**src/rtl/seq_detect_param.sv**
```systemverilog
// seq_detect_param: serial pattern detector built on an N-bit shift register.
// The pattern can be loaded at run time. Overlapping and non-overlapping
// detection are both supported. Each match gives a registered one-cycle pulse
// on z and bumps a saturating match counter.
module seq_detect_param #(
  parameter int              N               = 4,
  parameter logic [N-1:0]    DEFAULT_PATTERN = N'(4'b1011),
  parameter int              CNT_W           = 8
) (
  input  logic             clk,
  input  logic             reset,
  input  logic             x,
  input  logic             x_valid,
  input  logic             overlap,
  input  logic             pat_load,
  input  logic [N-1:0]     pat_in,
  input  logic             count_clear,
  output logic             z,
  output logic [CNT_W-1:0] match_count,
  output logic [N-1:0]     pattern
);

  localparam int              FILL_W  = $clog2(N + 1);
  localparam logic [FILL_W-1:0] FILL_FULL = FILL_W'(N);
  localparam logic [FILL_W-1:0] FILL_ARM  = FILL_W'(N - 1);
  localparam logic [CNT_W-1:0]  CNT_MAX   = '1;

  logic [N-1:0]      r_sr;
  logic [FILL_W-1:0] r_fill;
  logic [N-1:0]      r_pattern;
  logic              r_z;
  logic [CNT_W-1:0]  r_count;

  logic [N-1:0]      w_next_sr;
  logic [FILL_W-1:0] w_next_fill;
  logic              w_match;

  // Shift-register image after this edge's sample, plus the match decision.
  // NOTE: the fill guard is what stops a match before N fresh bits arrive.
  // It matters when the pattern is all zeros and sr has just been cleared.
  always_comb begin
    w_next_sr   = {r_sr[N-2:0], x};
    w_next_fill = (r_fill == FILL_FULL) ? r_fill : r_fill + FILL_W'(1);
    w_match     = x_valid & ~pat_load & (r_fill >= FILL_ARM) &
                  (w_next_sr == r_pattern);
  end

  // Pattern, shift register, fill level and the registered match pulse.
  // NOTE: every assignment to state here is non-blocking, so all registers
  // update together from pre-edge values.
  always_ff @(posedge clk) begin
    if (reset) begin
      r_sr      <= '0;
      r_fill    <= '0;
      r_pattern <= DEFAULT_PATTERN;
      r_z       <= 1'b0;
    end else if (pat_load) begin
      // A new pattern discards all history, including this edge's sample.
      r_pattern <= pat_in;
      r_sr      <= '0;
      r_fill    <= '0;
      r_z       <= 1'b0;
    end else begin
      r_z <= w_match;
      if (x_valid) begin
        if (w_match && !overlap) begin
          // Non-overlap mode: the next match must be built from fresh bits.
          r_sr   <= '0;
          r_fill <= '0;
        end else begin
          r_sr   <= w_next_sr;
          r_fill <= w_next_fill;
        end
      end
    end
  end

  // Saturating match counter. A clear on the same edge as a match still
  // counts that match.
  always_ff @(posedge clk) begin
    if (reset) begin
      r_count <= '0;
    end else if (count_clear) begin
      r_count <= w_match ? CNT_W'(1) : '0;
    end else if (w_match && (r_count != CNT_MAX)) begin
      r_count <= r_count + CNT_W'(1);
    end
  end

  assign z           = r_z;
  assign match_count = r_count;
  assign pattern     = r_pattern;

endmodule

```
**config.mk**
```make
export PLATFORM = sky130hd
export DESIGN_NAME = seq_detect_param
export DESIGN_NICKNAME = d
export VERILOG_FILES = /design/src/rtl/seq_detect_param.sv
export SDC_FILE = /design/constraint.sdc
export NUM_CORES = 1
export LEC_CHECK = 0
export CAP_MARGIN = 0
export CORE_MARGIN = 2
export CORE_UTILIZATION = 48
export CTS_CLUSTER_DIAMETER = 30
export DETAILED_ROUTE_END_ITERATION = 10
export PLACE_DENSITY_LB_ADDON = 0.12
export SLEW_MARGIN = 20
export SYNTH_ARGS = -nofsm -noshare
export SYNTH_HDL_FRONTEND = slang
export SYNTH_SLANG_ARGS = --single-unit
```
**constraint.sdc**
```tcl
create_clock -name clk -period 2.4 [get_ports clk]
set_clock_uncertainty 0.05 [all_clocks]
set_input_delay 0.48 -clock clk [delete_from_list [all_inputs] [get_ports clk]]
set_output_delay 0.48 -clock clk [all_outputs]
set_load 0.1 [all_outputs]
```
==> key figures <==
Run status
  – Outcome: finished clean

Route
  – # DRC: 0
  – Drt first pass iters: 4
  – Initial drt markers: 24
  – DR vias: roughly 980
  – Detailed Route WL: between 2000 and 2500 um
  – Via-to-Cell Ratio: 5.577
  – Routed length per instance: 12.42 um
  – Antenna viol nets, final: 0

Final layout
  – Post-route non-filler standard cell count: 175
  – Final #Nets: 164
  – Number of antenna diodes: 0
  – Fillers: 166
  – Share of cells above drive strength 1: 20.95%
  – Area of the multi-input gates: roughly 560 sq um
  – Reg area: 382.9 sq um
  – Syn-to-layout area delta: 26.89%
  – Post-route cell area: 1281 sq um

Critical path
  – WP data arrival: 2.29 ns
  – Crit path launch type: input port
  – WS Path Type: in2reg
  – CP required: 2.55 ns
  – CP endpoint kind: flop
  – R2R depth: 8
  – Crit-path max FO: 11
  – R2R setup slack: 0.42 ns

Clock tree
  – # Post-CTS Setup Buffers: 0
  – CTS Buf Count: 3
  – CTS tree: built
  – Hold_buf cts: 0
  – CTS sink count: 19
  – Number of gates resized after CTS: 0
  – Root Buffer: clkbuf_4
  – H-tree depth: 1
  – Reg clk slew, reported paths: 0.12 ns
  – Clock latency on the worst-skew pair: 0.31 ns
  – Deepest clock path buffer count: 2

Yosys
  – Synth area leader: dfxtp_1
  – Synthesized Nets: roughly 140
  – Mapped Cells: 120
  – Largest family of logic cells by synthesized area: simple AND/OR/NAND/NOR gates
  – Compound-Gate Fraction of Synth Area: 20.32%
  – Post-Synth Adder-Cell Area: 4.957%
  – Post-Syn Area per Cell: approximately 8.4 sq um
  – Synth warn: 0
  – Top cells by area, synth: dfxtp_1 38%, a21oi_1 5.9%, ha_1 5.0%
  – Simple-gate share of the synthesized area: between 20% and 30%
  – Post-Synth XOR/XNOR Area: 0.8674%
  – Mux cell area share after synthesis: 2.974%
  – Synth top area share: 37.67%
  – Post-synth cell types: 29
  – FF+latch count, synth: 19
  – Seq/Total Area, Yosys: 37.67%
  – Netlist Area Pre-Place: 1010 sq um

Global routing
  – Vias in the first global route: 921
  – Largest net degree at the start of global routing: 12
  – Total gr overflow: 0
  – Initial antenna violation count: 0
  – Total Routing Usage GR: 19.13%
  – First-pass GRT wire length: 3732 um

Floorplan
  – I/O pin total: 24
  – Die area: 2487 sq um
  – FP Rows: 16
  – Die H: 49.87 um
  – Die Wd: 49.87 um
  – CORE AREA: 1982 sq um
  – Initial Util: 50.95%

Job
  – Maxcap violations: 0

Placed design
  – DP Cell Count: 171
  – GP Congestion: approximately 0.78
  – Area after DPL: 1255 sq um
  – Hpwl dp: between 1500 and 2000 um
  – IO Port Bufs: 23

Worst hold path
  – Worst min-delay path category: reg2reg
  – Hold depth: 2

Pwr
  – Worst VDD drop: 0.0003194 V
  – Cell area power density: 461.1 nW/um^2
  – Lkg Pwr: 0.4810 nW

STA
  – Max Slew Vio Count: 0
  – Fin crit share: 89.06%
  – FMAX: 467.9 MHz
  – Final setup vio count: 0
  – Worst slew pin tran: between 0.5 and 0.6 ns
  – Final Hold Viols: 0
  – Crit path time final: about 2.1 ns
  – RSZ-0062 raised after global routing: false
  – Rel. slew slack: between 60 and 70%
Yosys cell counts:
cell type	instances
nand3_1	8
o311ai_0	1
nand4_1	2
buf_6	2
xor2_1	1
mux2i_1	3
nand3_2	1
o31ai_1	2
o21ai_0	6
a21oi_1	12
or2_2	4
nor2_1	8
nor2b_1	3
inv_1	10
a211oi_1	1
and3_1	1
and2b_1	1
a2111oi_0	1
clkbuf_1	3
nand2_1	11
a222oi_1	1
or4_1	5
o41ai_1	3
o2bb2ai_1	1
nand2b_4	1
ha_1	4
nor4_4	1
o211ai_1	4
dfxtp_1	19
sequential cells by signal (all words and copies together) (netlist names):
register     cells
match_count      8
r_fill           3
z                1
pattern          4
r_sr             3
path summary, 6_finish.rpt:
check	from	end
worst max-delay path	x	match_count[5]
worst min-delay path	r_sr[2]	r_sr[2]
worst max register to register	r_fill[1]	match_count[5]
worst min register to register	r_sr[2]	r_sr[2]
cells in the final DEF (no fill, tap or decap), drive strengths merged, types with 5 or more instances in the layout:
cell type,instances
nand3,9
inv,10
clkdlybuf4s50,10
or4,5
nand2,11
o21ai,6
buf,19
nor2,8
a21oi,12
dfxtp,19
per-layer routing:
metal | global-route usage (%) | up-vias | wire length, um
li1 | - | 491 | -
met1 | 22.45 | 459 | 975
met2 | 33.11 | 26 | 1075
met3 | 6.970 | 0 | 123
met4 | 4.167 | 0 | 0
met5 | 0 | - | 0
per-stage QoR:
step                setup TNS [ns]  setup WS, ns  hold slack [ns]  power [mW]  utilization, %
floorplan                        0       0.01083           0.3949      0.3930               -
detailed placement         -0.2245      -0.07423           0.4364      0.4288           63.32
CTS                              0        0.2613           0.4524      0.5959           64.65
global route                     0       0.07075           0.4653      0.6169           64.65
finish                           0        0.2626           0.4468      0.5908           64.65
global placement          -0.01143     -0.008083           0.4156      0.4272           63.32
worst max-delay path, stage by stage:
cell and delay (ns):
clkdlybuf4s50_1 0.49, inv_1 0.06, a222oi_1 0.31, nand3_2 0.28, buf_4 0.22, o41ai_1 0.36
a21oi_1 0.10
cell families after synthesis:
group	count (synthesis)
xor gates and xnor gates	1
AOI/OAI and AO/OA	32
DFF	19
and+or+nand+nor	46
buffers and inverters	15
adders and majority gates	4
muxes	3
cell type report:
class,count,share of cell area (%)
Inverter,10,2.930
Tap cell,27,2.637
Clock buffer,4,2.051
Sequential cell,19,29.88
Multi-Input combinational cell,86,43.55
Timing Repair Buffer,29,18.95
where the power goes:
part | internal, mW | total, mW | switching (mW) | leakage [nW]
logic | 0.0360 | 0.0936 | 0.0576 | 0.312
clock network | 0.0649 | 0.169 | 0.104 | 0.0150
registers | 0.322 | 0.328 | 0.00617 | 0.154
total | 0.423 | 0.591 | 0.168 | 0.481
Note: power is estimated with default switching activity, not from simulation.
